### config.mk
export PLATFORM = sky130hd
export DESIGN_NAME = axi4_lite_reg_slave
export DESIGN_NICKNAME = d
export VERILOG_FILES = /design/src/rtl/axi4_lite_reg_slave.sv
export SDC_FILE = /design/constraint.sdc
export NUM_CORES = 1
export LEC_CHECK = 0
export CAP_MARGIN = 0
export CORE_AREA = 3 3 251 253
export CTS_CLUSTER_SIZE = 12
export DETAILED_ROUTE_END_ITERATION = 8
export DIE_AREA = 0 0 254 256
export GPL_ROUTABILITY_DRIVEN = 0
export PLACE_DENSITY = 0.82
export SYNTH_ARGS = -nofsm -noshare
export SYNTH_HDL_FRONTEND = slang
export SYNTH_SLANG_ARGS = --single-unit
### constraint.sdc
create_clock -name aclk -period 3.4 [get_ports aclk]
set_clock_uncertainty 0.2 [all_clocks]
set_input_delay 0.51 -clock aclk [delete_from_list [all_inputs] [get_ports aclk]]
set_output_delay 0.51 -clock aclk [all_outputs]
set_load 0.01 [all_outputs]
### src/rtl/axi4_lite_reg_slave.sv
// AXI4-Lite register-bank responder: NUM_REGS read/write registers with byte strobes and per-register write pulses.
// Optional AXIL_REG_SLVERR_EN: out-of-range accesses answer SLVERR instead of OKAY.
module axi4_lite_reg_slave #(
    parameter int                    ADDR_WIDTH = 12,
    parameter int                    DATA_WIDTH = 32,
    parameter int                    NUM_REGS   = 16,
    parameter logic [DATA_WIDTH-1:0] RESET_VAL  = '0
) (
    input  logic                           aclk,
    input  logic                           aresetn,
    input  logic [ADDR_WIDTH-1:0]          awaddr,
    input  logic [2:0]                     awprot,
    input  logic                           awvalid,
    output logic                           awready,
    input  logic [DATA_WIDTH-1:0]          wdata,
    input  logic [DATA_WIDTH/8-1:0]        wstrb,
    input  logic                           wvalid,
    output logic                           wready,
    output logic [1:0]                     bresp,
    output logic                           bvalid,
    input  logic                           bready,
    input  logic [ADDR_WIDTH-1:0]          araddr,
    input  logic [2:0]                     arprot,
    input  logic                           arvalid,
    output logic                           arready,
    output logic [DATA_WIDTH-1:0]          rdata,
    output logic [1:0]                     rresp,
    output logic                           rvalid,
    input  logic                           rready,
    output logic [NUM_REGS*DATA_WIDTH-1:0] reg_q,
    output logic [NUM_REGS-1:0]            wr_pulse
);

    localparam int STRB_WIDTH = DATA_WIDTH / 8;
    localparam int BYTE_BITS  = $clog2(STRB_WIDTH);
    localparam int IDX_WIDTH  = ADDR_WIDTH - BYTE_BITS;
    localparam logic [IDX_WIDTH:0] NUM_REGS_EXT = (IDX_WIDTH + 1)'(NUM_REGS);
    localparam logic [1:0] RESP_OKAY = 2'b00;
`ifdef AXIL_REG_SLVERR_EN
    localparam logic [1:0] RESP_RANGE = 2'b10;
`else
    localparam logic [1:0] RESP_RANGE = 2'b00;
`endif

    logic                  awHeld_q, wHeld_q;
    logic [IDX_WIDTH-1:0]  awIdx_q;
    logic [DATA_WIDTH-1:0] wData_q;
    logic [STRB_WIDTH-1:0] wStrb_q;
    logic                  bvalid_q;
    logic [1:0]            bresp_q;
    logic                  rvalid_q;
    logic [1:0]            rresp_q;
    logic [DATA_WIDTH-1:0] rdata_q;
    logic [DATA_WIDTH-1:0] regs_q [NUM_REGS];
    logic [DATA_WIDTH-1:0] regs_d [NUM_REGS];
    logic [NUM_REGS-1:0]   wrPulse_q, wrPulse_d;

    logic                  awFire, wFire, arFire, commit;
    logic                  awInRange, arInRange;
    logic [IDX_WIDTH-1:0]  arIdx;
    logic [DATA_WIDTH-1:0] rdMux;
    logic                  unusedBits;

    assign unusedBits = ^{awprot, arprot, awaddr[BYTE_BITS-1:0], araddr[BYTE_BITS-1:0]};

    assign awFire    = awvalid & ~awHeld_q;
    assign wFire     = wvalid & ~wHeld_q;
    assign arFire    = arvalid & ~rvalid_q;
    assign commit    = awHeld_q & wHeld_q & ~bvalid_q;
    assign arIdx     = araddr[ADDR_WIDTH-1:BYTE_BITS];
    assign awInRange = {1'b0, awIdx_q} < NUM_REGS_EXT;
    assign arInRange = {1'b0, arIdx} < NUM_REGS_EXT;

    // Out-of-range indices match no register, so they neither write nor pulse.
    always_comb begin
        regs_d    = regs_q;
        wrPulse_d = '0;
        if (commit) begin
            for (int i = 0; i < NUM_REGS; i++) begin
                if (awIdx_q == IDX_WIDTH'(i)) begin
                    wrPulse_d[i] = 1'b1;
                    for (int k = 0; k < STRB_WIDTH; k++) begin
                        if (wStrb_q[k]) regs_d[i][8*k +: 8] = wData_q[8*k +: 8];
                    end
                end
            end
        end
    end

    always_comb begin
        rdMux = '0;
        for (int i = 0; i < NUM_REGS; i++) begin
            if (arIdx == IDX_WIDTH'(i)) rdMux = regs_q[i];
        end
    end

    always_ff @(posedge aclk or negedge aresetn) begin
        if (!aresetn) begin
            awHeld_q  <= 1'b0;
            wHeld_q   <= 1'b0;
            awIdx_q   <= '0;
            wData_q   <= '0;
            wStrb_q   <= '0;
            bvalid_q  <= 1'b0;
            bresp_q   <= RESP_OKAY;
            wrPulse_q <= '0;
            for (int i = 0; i < NUM_REGS; i++) regs_q[i] <= RESET_VAL;
        end else begin
            regs_q    <= regs_d;
            wrPulse_q <= wrPulse_d;
            if (awFire) begin
                awHeld_q <= 1'b1;
                awIdx_q  <= awaddr[ADDR_WIDTH-1:BYTE_BITS];
            end
            if (wFire) begin
                wHeld_q <= 1'b1;
                wData_q <= wdata;
                wStrb_q <= wstrb;
            end
            // Commit only fires with both flags held, so it never overlaps a new latch.
            if (commit) begin
                awHeld_q <= 1'b0;
                wHeld_q  <= 1'b0;
                bvalid_q <= 1'b1;
                bresp_q  <= awInRange ? RESP_OKAY : RESP_RANGE;
            end else if (bvalid_q && bready) begin
                bvalid_q <= 1'b0;
            end
        end
    end

    // Reads sample regs_q before any same-edge commit lands, returning the old value.
    always_ff @(posedge aclk or negedge aresetn) begin
        if (!aresetn) begin
            rvalid_q <= 1'b0;
            rresp_q  <= RESP_OKAY;
            rdata_q  <= '0;
        end else if (arFire) begin
            rvalid_q <= 1'b1;
            rdata_q  <= rdMux;
            rresp_q  <= arInRange ? RESP_OKAY : RESP_RANGE;
        end else if (rvalid_q && rready) begin
            rvalid_q <= 1'b0;
        end
    end

    for (genvar g = 0; g < NUM_REGS; g++) begin : gRegOut
        assign reg_q[g*DATA_WIDTH +: DATA_WIDTH] = regs_q[g];
    end

    assign awready  = ~awHeld_q;
    assign wready   = ~wHeld_q;
    assign bvalid   = bvalid_q;
    assign bresp    = bresp_q;
    assign arready  = ~rvalid_q;
    assign rvalid   = rvalid_q;
    assign rresp    = rresp_q;
    assign rdata    = rdata_q;
    assign wr_pulse = wrPulse_q;

endmodule
==> reports/summary.txt <==
Max cap viols - 1
CP Class - reg -> reg
Die ar. - 65020 sq um
Period utilisation layout - 97.23%
Syn Std Cell Area - 27550 sq um
Vias in the first global route - 25250
Post-CTS Setup Bufs - 0
Grt ovf - 0
Row cnt - 91
Commonest cells post-synth - 610 x dfrtp_1, 568 x mux2_2, 126 x nand2_1
Fmax - 302.5 MHz
Worst slew margin relative to its limit - 0.3759%
Async set-reset flop share out of synthesis - 100.0%
Worst path slowest cell - or4_1
WL final - 133400 microns
Share of cells above drive strength 1 - 31.28%
Post-DRT Antenna Nets - 0
Register bit total from synthesis - 610
Htree depth - 3
Vias - 25000
Endpoints failing setup - 0
Fin area - 38350 sq um
Top cell type's share of synthesized area - 55.41%
Sequential share of the synthesized area - 55.41%
Post-synth EDFFs - 0
Initial antenna violation count - 4
HP Class - in -> async
TritonCTS Sinks - 610
Resize count post-CTS - 0
DRT Pass-1 Iters - 6
DRC errors left - 0
HPWL Detailed - 98300 microns
Worst-skew pair later-pin latency - 610 ps
CTS tree - yes
Final Max Tran Viols - 0
Core area - 61260 sq um
Total CTS buffers - 67
Worst Path Max Fanout - 8
Critical Path, Cell by Cell - or4_1 -> nor4_4 -> nand3b_1 -> nor3_2 -> buf_4 -> nand2_1 -> mux2_2
Post-route setup slack - 94.12 ps
Failing checks - max-capacitance violations
Setup TNS - 0 ps
Initial Util - 44.97%
Mapped Cells - 2164
First-pass GRT wire length - 187100 microns
Syn_area_per_cell - 12.73 sq um
Largest net degree at the start of global routing - 98
Synth area leader - dfrtp_1
Most frequent cell after synthesis - dfrtp_1
Power density over cell area - 509.7 nW/um^2
IO Pins - 642
Worst setup SP type - register
Fin crit period - 3306 ps
Synth top area cells - dfrtp_1 55%, mux2_2 23%, nand2_1 1.7%
Status - complete, but fails checks
Final Power - 19.55 mW
Most used DFF post-synth - dfrtp_1
Area Growth Syn to Fin - 39.22%
Port-buffer cells - 627
Req. time, crit path - 3680 ps
Leak pwr - 17.55 nW
Nets - 3003
Die Span X - 254 microns
Inst Count DP - 3650
Slew @ Worst Pin - 1489 ps
Pre-CTS WS - -122.9 ps
Synth warnings - 0
Clock Tree Buf Depth - 3
Final hold vios - 0
CP Buf/Inv Count - 1
Drt via density - 6.632
Delay of the slowest cell on the worst path - 610 ps
Clock-pin slew on the worst setup and hold paths - 60 ps
DR WL/cell - 35.38 microns
GRT Util Overall - 40.26%
Crit-path leading delay family - simple AND/OR/NAND/NOR gates
RSZ-0062 raised after global routing - false
Crit end category - register
Maximum VDD drop - 0.0003668 V
Die height - 256 microns
Clock root buffer - clkbuf_16
Area after DPL - 36140 sq um
Non-Filler Instances - 3770
Netlist cell types - 69
Arr. time, crit path - 3580 ps
Initial DRC count - 3565
## metal layers
metal	wire, microns	global-route usage, %	vias to the layer above	part of all wire [%]
met1	46140	49.29	12590	35
met2	59610	61.66	2189	45
li1	-	-	9643	-
met3	17540	13.26	580	13
met4	10080	24.72	0	7.6
met5	0	0	-	0
## path summary, 6_finish.rpt
check,from,endpoint,depth (start not counted),slack (ps)
setup / recovery,awIdx_q[5],reg_q[74],7,90
hold / removal,aresetn,reg_q[278],2,260
setup reg to reg,awIdx_q[5],reg_q[74],7,90
hold reg to reg,rdata[6],rdata[6],2,300
max in group asynchronous,aresetn,reg_q[381],3,1600
min in group aclk,rready,rvalid,2,280
## cells by family (layout without fill, tap and decap cells)
kind of cell	count (synthesis)	in the layout	synth area share, %
AO/OA/AOI/OAI	448	448	11.00
buffers and inverters	149	955	2.189
flip-flops	610	610	55.41
multiplexers	609	609	25.06
other	1	11	0.01361
AND/OR/NAND/NOR	347	347	6.331
## area by class of cell
cell class	instances	area (sq um)
multi-input combinational	1408	11770
tap	790	988.4
sequential	610	15260
antenna	7	17.52
clock inverter	16	227.7
inverter	8	30.03
clock buffer	96	1957
timing repair buffer	835	8098
fill	4539	22900
## flip-flops by register name, indices dropped and copies added (netlist names)
register / count
wr_pulse: 16
awHeld_q: 1
rvalid: 1
reg_q: 512
awIdx_q: 10
bvalid: 1
wStrb_q: 4
wHeld_q: 1
wData_q: 32
rdata: 32
## placed cells by master (no fill, tap or decap), drive strengths merged, types with 8 or more instances in the layout
cell             n
mux2i           26
o211ai           9
a211oi          21
a32oi           10
a21o             9
or3              8
o221ai          26
nand2          130
a21oi           91
a22oi           39
nor3            25
mux2           576
buf            211
nor2b           18
nor4            11
dfrtp          610
clkbuf          96
clkinv           8
o31ai            8
nand2b          11
clkdlybuf4s50  623
o22ai           39
a221oi          16
nand3           22
a31oi           12
and3             9
a221o           10
nor2            83
o21ai           91
inv             11
a22o            19
## where the power goes
part	total (mW)	switching (mW)	internal (mW)
Clock	7.33	3.02	4.31
Combinational	2.69	1.28	1.41
Sequential	9.52	1.68	7.85
Total	19.5	5.98	13.6
## stage by stage
| step | util [%] | hold slack [ps] |
|---|---|---|
| finish | 62.61 | 257.3 |
| global placement | 59.00 | 282.4 |
| detailed placement | 59.00 | 282.8 |
| CTS | 62.58 | 253.0 |
| global route | 62.58 | 282.4 |
| floorplan | - | 14.41 |
## timing repair
action | CTS | global route
hold endpoints to repair | 42 | 0
endpoints found under the setup margin | 0 | 0
hold buffers | 1 | 0
Power figures use the tool's default switching activity.
==> RTL edit: new RTL, same flow settings <==
Add a define of `AXIL_REG_SLVERR_EN`.
--- a/src/rtl/axi4_lite_reg_slave.sv
+++ b/src/rtl/axi4_lite_reg_slave.sv
@@ -1,5 +1,7 @@
 // AXI4-Lite register-bank responder: NUM_REGS read/write registers with byte strobes and per-register write pulses.
 // Optional AXIL_REG_SLVERR_EN: out-of-range accesses answer SLVERR instead of OKAY.
+`define AXIL_REG_SLVERR_EN
+
 module axi4_lite_reg_slave #(
     parameter int                    ADDR_WIDTH = 12,
     parameter int                    DATA_WIDTH = 32,
Check against the original RTL: not equivalent (Yosys sat finds a counterexample within 4 cycles, from zero or initial values and one cycle with aresetn low).
==> RTL edit against the unedited design <==
Setup slack improved by 0.038 ns. Core utilization up 0.26 points. Synthesized area increased by 0.72%. Sequential cell count is 2 higher. Worst hold slack improved by 0.0023 ns. Final area rose by 0.41%. Wire length is 1.3% lower. Non-clock buffer count decreased by 10. Power rose by 3.0%.
==> RTL edit: results (changes against the unedited design) <==
[worst_setup_path]
worst-path-max-fanout=8  ; unchanged
rr_startpoint=awIdx_q[6]
reg2reg_to=reg_q[66]
r2r_slack_ns=0.18  ; +0.09 ns
cp.arrival_ns=3.57  ; about the same
slowest_delay_ns=0.72  ; +0.11 ns
crit_path_top_delay_cell=nor4_2

[layout]
nNetsFinal=3005  ; +0.067%
fillers=4493  ; -1.0%
drive_gt1_frac=0.320  ; +0.00728
layout.cells.non_filler=3764  ; -0.16%

[synthesis]
synth_cell_types=65  ; -5.8%
synthCells=2184  ; +0.92%
synth_area_leaders=dfrtp_1, mux2_2, mux2i_1
yosys-top-cells-count=dfrtp_1, mux2_2, clkbuf_1
yosysSeqAreaShare=0.552  ; -0.00217

[route]
first_iter_violations=3110  ; -13%
via_per_inst=6.60  ; -0.44%
avgRoutedWirePerCell_microns=35.0  ; -1.1%

[global_route]
grt_pass1_vias=25300  ; +0.16%
antenna_found_initial=14  ; +10
grt_pass1_wl_microns=185000  ; -0.97%
grt_max_degree=72  ; -27%
track_usage=0.398  ; -0.00421

[timing]
whs_ns=0.260  ; +0.00229 ns
tightest_slew_ns=0.983  ; -0.506 ns

[power_and_ir_drop]
ir_drop_mv=0.419  ; +14%
leakagePower_nw=17.6  ; +0.34%

[clocking]
root_buffer=clkbuf_16
htree_levels=3  ; unchanged
cts_max_path_buffers=3  ; unchanged
clkTransAtPathRegs_ns=0.06  ; about the same

[place]
dp.cells=3652  ; +0.055%
port_buffers=629  ; +0.32%
dpl.hpwl_microns=96000  ; -2.3%
pre_cts_ws_ns=-0.863  ; -0.741 ns

[min_path]
min_to=bvalid
min-delay-start=bready
min_path_type=in2reg

[run]
drv_cap=0  ; -1

[run_status]
status=complete, no violations

## RTL edit: metal layers
layer  vias to the layer above  wire length (microns)  GRT usage
li1                       9681                      -          -
met1                     12500                  46700      0.496
met2                      2113                  59200      0.614
met3                       558                  16500      0.123
met4                        10                   9230      0.230
met5                         -                     68          0
## RTL edit: layout make-up
class / count / area share
clock inverters: 12 / 0.00510
well taps: 790 / 0.0257
repair buffers: 825 / 0.209
clock buffers: 96 / 0.0521
diodes: 3 / 0.000195
multi-input cells: 1415 / 0.309
flip-flops and latches: 612 / 0.398
inverters: 11 / 0.00107
## RTL edit: power breakdown
group	total [W]	internal, W	switching, W
combinational	0.00306	0.00158	0.00148
sequential	0.00964	0.00790	0.00173
clock	0.00744	0.00446	0.00298
## RTL edit: worst max-delay path by stage
stage | from | end | slack [ns] | depth (start not counted)
after floorplan | araddr[2] | rdata[0] | 0.86 | 8
after global placement | araddr[11] | rdata[31] | -0.84 | 10
after detailed placement | araddr[11] | rdata[31] | -0.86 | 10
after CTS | araddr[11] | rdata[31] | 0.19 | 10
after global routing | araddr[11] | rdata[31] | 0.03 | 10
final | araddr[11] | rdata[31] | 0.13 | 10
## RTL edit: repair_timing
action	CTS	global route
hold buffers	1	0
setup endpoints to repair	8	0
resized for setup	1	0
endpoints found under the hold margin	59	0
## RTL edit: cells by family (layout without fill, tap and decap cells)
logic type	Yosys count	count (layout)	share of synthesized area
muxes	625	625	0.251
DFF	612	612	0.552
AOI/OAI and AO/OA	458	458	0.111
and+or+nand+nor	330	330	0.0625
buffers and inverters	158	944	0.0228
other	1	5	0.000135
## RTL edit: through the flow
| step | setup TNS [ns] | area (sq um) | total power, W |
|---|---|---|---|
| global route | 0 | 38500 | 0.0207 |
| global placement | -14.59 | 36300 | 0.0125 |
| detailed placement | -15.81 | 36300 | 0.0127 |
| finish | 0 | 38500 | 0.0201 |
| CTS | 0 | 38500 | 0.0201 |
| floorplan | 0 | 27800 | 0.0105 |
## RTL edit: worst reg2reg max path: stages, from the launching register on
cell and delay (ns):
dfrtp_1 0.39, or4_4 0.55, nor3_4 0.34, nand3b_1 0.30
nor2_2 0.38, buf_4 0.25, nand2_2 0.27, mux2_2 0.41
